<file path="src/rtl/spi_pkg.sv">
// Shared types and default sizing for the SPI receive path (frame unpacker and its FIFO).
package spi_pkg;

    typedef enum logic {
        IDLE = 1'b0,
        EMIT = 1'b1
    } unpack_state_t;

    localparam int DEFAULT_DATA_WIDTH = 2;
    localparam int DEFAULT_DATA_DEPTH = 16;
    localparam int DEFAULT_FIFO_DEPTH = 2;

endpackage

</file>
<file path="src/rtl/frame_fifo.sv">
// Small synchronous FIFO of whole frame words; rdata always shows the oldest entry.
// A push while full is taken only when a pop happens in the same cycle.
module frame_fifo
    import spi_pkg::*;
#(
    parameter int WIDTH = DEFAULT_DATA_WIDTH * DEFAULT_DATA_DEPTH,
    parameter int DEPTH = DEFAULT_FIFO_DEPTH
) (
    input  logic             clk,
    input  logic             nrst,
    input  logic             push,
    input  logic             pop,
    input  logic [WIDTH-1:0] wdata,
    output logic [WIDTH-1:0] rdata,
    output logic             full,
    output logic             empty
);

    localparam int PW = $clog2(DEPTH);
    localparam int CW = $clog2(DEPTH + 1);

    logic [WIDTH-1:0] mem [DEPTH];
    logic [PW-1:0]    wr_ptr;
    logic [PW-1:0]    rd_ptr;
    logic [CW-1:0]    count;
    logic             do_push;
    logic             do_pop;

    assign full    = (count == CW'(DEPTH));
    assign empty   = (count == '0);
    assign do_pop  = pop && !empty;
    assign do_push = push && (!full || do_pop);
    assign rdata   = mem[rd_ptr];

    // DEPTH is a power of two, so the pointers wrap by plain overflow
    always_ff @(posedge clk or negedge nrst) begin
        if (!nrst) begin
            wr_ptr <= '0;
            rd_ptr <= '0;
            count  <= '0;
            for (int i = 0; i < DEPTH; i++) begin
                mem[i] <= '0;
            end
        end else begin
            if (do_push) begin
                mem[wr_ptr] <= wdata;
                wr_ptr      <= wr_ptr + 1'b1;
            end
            if (do_pop) begin
                rd_ptr <= rd_ptr + 1'b1;
            end
            case ({do_push, do_pop})
                2'b10:   count <= count + 1'b1;
                2'b01:   count <= count - 1'b1;
                default: count <= count;
            endcase
        end
    end

endmodule

</file>
<file path="src/rtl/frame_unpacker.sv">
// Buffers frame words from the SPI receiver and replays them one symbol at a time, MSB symbol first.
// Define FRAME_UNPACKER_OVF_CNT_EN to add a saturating 8-bit overflow_count output.
module frame_unpacker
    import spi_pkg::*;
#(
    parameter int DATA_WIDTH = DEFAULT_DATA_WIDTH,
    parameter int DATA_DEPTH = DEFAULT_DATA_DEPTH,
    parameter int FIFO_DEPTH = DEFAULT_FIFO_DEPTH
) (
    input  logic                             clk,
    input  logic                             nrst,
    input  logic                             in_valid,
    input  logic [DATA_WIDTH*DATA_DEPTH-1:0] in_data,
    input  logic                             out_ready,
    output logic                             out_valid,
    output logic [DATA_WIDTH-1:0]            out_data,
    output logic                             out_last,
    output logic                             busy,
    output logic                             overflow
`ifdef FRAME_UNPACKER_OVF_CNT_EN
    ,
    output logic [7:0]                       overflow_count
`endif
);

    localparam int FW    = DATA_WIDTH * DATA_DEPTH;
    localparam int IDX_W = (DATA_DEPTH > 1) ? $clog2(DATA_DEPTH) : 1;
    localparam logic [IDX_W-1:0] LAST_IDX = IDX_W'(DATA_DEPTH - 1);

    unpack_state_t    state, state_nxt;
    logic [FW-1:0]    cur_word, cur_word_nxt;
    logic [IDX_W-1:0] idx, idx_nxt;
    logic             pop;
    logic             full;
    logic             empty;
    logic [FW-1:0]    rdata;

    frame_fifo #(
        .WIDTH (FW),
        .DEPTH (FIFO_DEPTH)
    ) u_fifo (
        .clk   (clk),
        .nrst  (nrst),
        .push  (in_valid),
        .pop   (pop),
        .wdata (in_data),
        .rdata (rdata),
        .full  (full),
        .empty (empty)
    );

    // cur_word is shifted left on every accept so the current symbol is always its top slice
    always_comb begin
        state_nxt    = state;
        cur_word_nxt = cur_word;
        idx_nxt      = idx;
        pop          = 1'b0;
        case (state)
            IDLE: begin
                if (!empty) begin
                    pop          = 1'b1;
                    cur_word_nxt = rdata;
                    idx_nxt      = '0;
                    state_nxt    = EMIT;
                end
            end
            EMIT: begin
                if (out_ready) begin
                    if (idx == LAST_IDX) begin
                        idx_nxt = '0;
                        if (!empty) begin
                            pop          = 1'b1;
                            cur_word_nxt = rdata;
                        end else begin
                            cur_word_nxt = '0;
                            state_nxt    = IDLE;
                        end
                    end else begin
                        idx_nxt      = idx + 1'b1;
                        cur_word_nxt = cur_word << DATA_WIDTH;
                    end
                end
            end
            default: begin
                state_nxt = IDLE;
            end
        endcase
    end

    always_ff @(posedge clk or negedge nrst) begin
        if (!nrst) begin
            state    <= IDLE;
            cur_word <= '0;
            idx      <= '0;
            overflow <= 1'b0;
        end else begin
            state    <= state_nxt;
            cur_word <= cur_word_nxt;
            idx      <= idx_nxt;
            overflow <= in_valid && full && !pop;
        end
    end

    assign out_valid = (state == EMIT);
    assign out_data  = out_valid ? cur_word[FW-1 -: DATA_WIDTH] : '0;
    assign out_last  = out_valid && (idx == LAST_IDX);
    assign busy      = (state == EMIT) || !empty;

`ifdef FRAME_UNPACKER_OVF_CNT_EN
    always_ff @(posedge clk or negedge nrst) begin
        if (!nrst) begin
            overflow_count <= '0;
        end else if (overflow && (overflow_count != 8'hFF)) begin
            overflow_count <= overflow_count + 1'b1;
        end
    end
`endif

endmodule

</file>
<file path="config.mk">
export PLATFORM = sky130hd
export DESIGN_NAME = frame_unpacker
export DESIGN_NICKNAME = d
export VERILOG_FILES = /design/src/rtl/spi_pkg.sv /design/src/rtl/frame_fifo.sv /design/src/rtl/frame_unpacker.sv
export SDC_FILE = /design/constraint.sdc
export NUM_CORES = 1
export LEC_CHECK = 0
export CAP_MARGIN = 5
export CORE_ASPECT_RATIO = 1.25
export CORE_MARGIN = 4
export CORE_UTILIZATION = 25
export CTS_CLUSTER_DIAMETER = 60
export DETAILED_ROUTE_END_ITERATION = 10
export DONT_BUFFER_PORTS = 1
export GPL_TIMING_DRIVEN = 0
export PLACE_DENSITY_LB_ADDON = 0.12
export SYNTH_ARGS = -nofsm -noshare
export SYNTH_HDL_FRONTEND = slang
export SYNTH_HIERARCHICAL = 1
export SYNTH_SLANG_ARGS = --single-unit
</file>
<file path="constraint.sdc">
create_clock -name clk -period 2.6 [get_ports clk]
set_clock_uncertainty 0.2 [all_clocks]
set_input_delay 0.13 -clock clk [delete_from_list [all_inputs] [get_ports clk]]
set_output_delay 0.13 -clock clk [all_outputs]
set_load 0.01 [all_outputs]
</file>
---- After elaboration in Yosys (flattened, before gate mapping) ----
Cells that the tools add are included.
cells by class
  bitwise operators ....................... 3
  equal/unequal tests ..................... 6
  $lt $le $gt $ge ......................... 3
  mux-type cells .......................... 24
  add/subtract/negate cells ............... 5
  reductions and logical operators ........ 14
operators by type and width
  operator                                                                      number
  32-bit two-way mux                                                            8
  64-bit bitwise mux                                                            1
  32-bit case mux with 2 select lines                                           1
  32-bit demux with 1-bit select                                                1
  4-bit two-way mux                                                             3
  4-bit case mux with 2 select lines                                            1
  1-bit logical AND                                                             6
  1-bit two-way mux                                                             5
  4-bit by 1-bit adder with 4-bit output, second input constant                 1
  2-bit equality test, second input constant                                    2
  4-bit equality test, second input constant                                    1
  2-bit >= comparator, second input constant                                    2
  2-bit != test, second input constant                                          2
  1-bit inverter with 2-bit output                                              2
  1-bit case mux with 2 select lines                                            2
  2-bit case mux with 2 select lines                                            1
  1-bit logical NOT                                                             3
  1-bit adder, second input constant                                            2
  2-bit by 1-bit adder with 2-bit output, second input constant                 1
  2-bit by 1-bit equality test with 1-bit output, second input constant         1
  2-bit logical NOT                                                             1
  1-bit logical OR                                                              2
  2-bit by 1-bit less-than comparator with 1-bit output, second input constant  1
  2-bit two-way mux                                                             1
  other kinds (4)                                                               4
storage, ports and cells
  flip-flop bits (word level) ............. 106
  logic and storage cells ................. 64
  output and inout bits ................... 6

---- Logic depth before layout (Yosys ltp) ----
  depth after elaboration ................. 10
  gate-level depth with buffers ........... 8
  mapped depth without buffers ............ 6

---- By module ----
The synthesis kept the hierarchy.
by module, submodules not included
  module          cells an instance  area each (um^2)  times used  seq. area each (um^2)
  frame_fifo      197                3,244.4           1           1,701.6
  frame_unpacker  147                1,736.7           1           950.9

---- Worst setup path after synthesis ----
OpenSTA, ideal clock, no wires.
  kind .................................... reg-to-reg
  start ................................... register idx[1]
  end ..................................... register u_fifo/mem[34] (netlist bit)
  data required time ...................... 2,275 ps
  path slack .............................. 251 ps
  buffers on the path ..................... 2
  stages on the path, launching flop included .. 9
  arrival ................................. 2,024 ps
  setup time .............................. 125 ps
  cells stage by stage .................... dfrtp_1 ha_1 nand4_1 a21oi_2 buf_4 nor3b_4 nor3_4 buf_6 mux2_4
between the ends
  cells in the longest elaborated chain, start to end .. 7
ends and longest elaborated chain
  what                                RTL line              text
  start, declared                     frame_unpacker.sv:32  logic [IDX_W-1:0] idx, idx_nxt;
  start signal, assigned              frame_unpacker.sv:99  idx <= idx_nxt;
  4-bit equality test                 frame_unpacker.sv:69  if (idx == LAST_IDX) begin
  1-bit two-way mux                   frame_unpacker.sv:69
  1-bit two-way mux                   frame_unpacker.sv:68  if (out_ready) begin
  1-bit case mux with 2 select lines  frame_unpacker.sv:58  case (state)
  via pop                             frame_unpacker.sv:33  logic pop;
  1-bit logical AND                   frame_fifo.sv:31      assign do_pop = pop && !empty;
  1-bit logical OR                    frame_fifo.sv:32      assign do_push = push && (!full || do_pop);
  1-bit logical AND                   frame_fifo.sv:32
  end signal, assigned by index       frame_fifo.sv:46      mem[wr_ptr] <= wdata;
  end, declared                       frame_fifo.sv:22      logic [WIDTH-1:0] mem [DEPTH];
The timed path passes the listed nets, and every way through them passes these cells.
A chain may end at the register's enable or synchronous reset.

---- Final worst setup path ----
  start ................................... register idx[1]
  end ..................................... register u_fifo/mem[55] (netlist bit)
Same word-level chain as after synthesis.

==> impl_metrics.env <==
export IMPL_root_buffer="clkbuf_16"
export IMPL_worst_setup_path_end_kind="register"
export IMPL_wl_per_cell_um=17.1
export IMPL_syn_inst=344
export IMPL_period_share_pct=94.4
export IMPL_violations="hold timing"
export IMPL_final_area_um2=6020
export IMPL_first_iter_violations=174
export IMPL_grt_pass1_vias=3243
export IMPL_achievable_frequency_mhz=408
export IMPL_die_h_um=166
export IMPL_yosys_cell_types_count=35
export IMPL_power_density_nw_per_um2=1110
export IMPL_cp_start_kind="register"
export IMPL_dp_slack_ns=-0.381
export IMPL_grt_pass1_wl_mm=18.6
export IMPL_power_leakage_nw=2.74
export IMPL_synth_nets=381
export IMPL_setup_violations=0
export IMPL_syn_area_um2=4980
export IMPL_synthToLayoutAreaGrowth_pct=20.8
export IMPL_coreArea_um2=19500
export IMPL_crit_required_ns=2.64
export IMPL_grt_use_total_pct=10.7
export IMPL_path_cells="ha_1, nand4_1, a21oi_4, buf_8, nor3b_4, nor3_4, buf_4, buf_6, mux2_4"
export IMPL_clk_path_buf_depth=2
export IMPL_via_count=2901
export IMPL_instances_no_fill=663
export IMPL_dr_pass1_iters=4
export IMPL_cts_made_buffers=9
export IMPL_cts_tree="done"
export IMPL_crit_start="idx[1]"
export IMPL_worstMarginPinSlew_ns=0.426
export IMPL_place_inst=609
export IMPL_die_w_um=134
export IMPL_arrival_ns=2.49
export IMPL_ir_drop_uv=405
export IMPL_clkSinkCount=106
export IMPL_cts_hold_buffers=34
export IMPL_io_pins=42
export IMPL_avgViaCountPerCell=4.38
export IMPL_critPathKind="register to register"
export IMPL_async_reset_ff_share_pct=100
export IMPL_synth_seq_cells=106
export IMPL_grt_antenna_before_repair=0
export IMPL_nFillCells=2017
export IMPL_num_rows=57
export IMPL_overflow=0
export IMPL_hold_class="input pin to async pin"
export IMPL_io_buffer_count=0
export IMPL_rr_worst_depth=9
export IMPL_rsz0062_at_grt="false"
export IMPL_drv_slew=0
export IMPL_placed_area_um2=5310
export IMPL_antenna_cells=0
export IMPL_synth_common_cells="dfrtp_1, mux2_4, mux2_2"
export IMPL_insertion_delay_ns=0.35
export IMPL_ant_nets=0
export IMPL_h_tree_depth=3
export IMPL_power_total_w=0.00667
export IMPL_setup_ws_ns=0.147
export IMPL_ys_flop_type="dfrtp_1"
export IMPL_clk_pin_slew_worst_paths_ns=0.07
export IMPL_fp_dieArea_um2=22300
export IMPL_critical_path_max_stage_delay_ns=0.40
export IMPL_hpwl_mm=7.42
export IMPL_whs_ns=-0.724
export IMPL_r2r_start="idx[1]"
export IMPL_drive_gt1_share_pct=34.4
export IMPL_fin_crit_ns=2.45
export IMPL_syn_avg_cell_area_um2=14.5
export IMPL_hold_violations=106
export IMPL_outcome="finished with violations"
export IMPL_nNetsFinal=430
export IMPL_drcViolationCount=0
export IMPL_slowest_stage="dfrtp_1"
export IMPL_slew_headroom_pct=71.6
export IMPL_synth_most_common_cell="dfrtp_1"
export IMPL_synth_top_cell_by_area="dfrtp_1"
export IMPL_yosys_top_cells_area="dfrtp_1, mux2_4, mux2_2, a221o_1, and3_1"
export IMPL_maxCapViolCount=0
export IMPL_ys_seq_area_share_pct=53.3
export IMPL_drt_wl_total_mm=11.4
export IMPL_synth_top_cell_area_share_pct=53.3
export IMPL_yosysWarnings=6
export IMPL_initial_core_util_pct=25.5
export IMPL_synth_edf_count=0
export IMPL_worstPathMaxFanout=16
export IMPL_utilization_pct=30.8
export IMPL_grt_max_degree=107
export IMPL_gp_congestion=0.743
layout make-up:
type,count,area [um^2],area share (%)
Tap cell,265,332,5.51
Clock buffer,15,288,4.78
Inverter,4,15.0,0.250
Timing Repair Buffer,38,370,6.16
Sequential cell,106,2650,44.1
Buffer,25,194,3.22
Clock inverter,1,30.0,0.499
Multi-Input combinational cell,209,2130,35.5
layer usage:
layer  vias up  track usage, %  share of wire [%]
met5         -               0                  0
met2        35            16.1                 46
li1       1371               -                  -
met1      1482            14.9                 49
met3        13            1.85                2.4
met4         0            4.92                2.1
worst max-delay path, delay by kind of cell (launching register included):
family	cells	cell delay (ns)
AND/OR/NAND/NOR	3	0.44
buffers and inverters	3	0.56
AO/OA/AOI/OAI	1	0.20
adder cells (fa/ha/maj)	1	0.23
flip-flops	1	0.40
multiplexers	1	0.32
path summary, 6_finish.rpt:
path	endpoint	slack [ns]
max	u_fifo/mem[55]	0.15
min in group clk	cur_word[30]	0.08
max in group asynchronous	cur_word[24]	2.71
max reg2reg	u_fifo/mem[55]	0.15
min reg2reg	cur_word[0]	0.29
min	u_fifo/mem[51]	-0.72
layout by cell type (no fill, tap or decap), types with 4 or more instances in the layout:
master         instances
mux2_2                37
o21ai_0                6
mux2_4                59
clkbuf_16              9
and3_1                30
clkbuf_1               9
nand3_1                7
dlygate4sd3_1         34
buf_2                  5
buf_4                  6
buf_6                 10
inv_1                  4
a221o_1               30
dfrtp_1              106
nand2_1                8
clkbuf_8               4
nor2_1                 4
power by group:
part           switching, W  internal [W]
Clock              0.000608      0.000854
Combinational      0.000867       0.00155
Sequential         0.000406       0.00239
what timing repair did:
| item | 4_1_cts | 5_1_grt |
|---|---|---|
| resized for setup | 1 | 2 |
| setup endpoints to repair | 65 | 59 |
| hold endpoints to repair | 179 | 106 |
| pin swaps | 2 | 1 |
| setup buffers | 3 | 1 |
sequential cells by signal (all words and copies together), names as in the netlist:
name,count
overflow,1
cur_word,32
u_fifo/count,2
out_valid,1
u_fifo/mem,64
u_fifo/rd_ptr,1
u_fifo/wr_ptr,1
idx,4
metrics by stage:
stage	hold WS (ns)	setup TNS, ns
after floorplan	-0.366	0
after global routing	-0.744	0
final	-0.724	0
after detailed placement	-0.360	-18.12
after global placement	-0.360	-15.84
after CTS	-0.743	0
logic make-up after synthesis:
group | synth area share, %
compound gates | 7.81
xor+xnor | 0.352
flops | 53.3
mux | 26.4
fa+ha+maj | 0.251
simple gates | 7.94
buf+inv | 4.04
No activity file was read; power rests on OpenSTA's default activity.
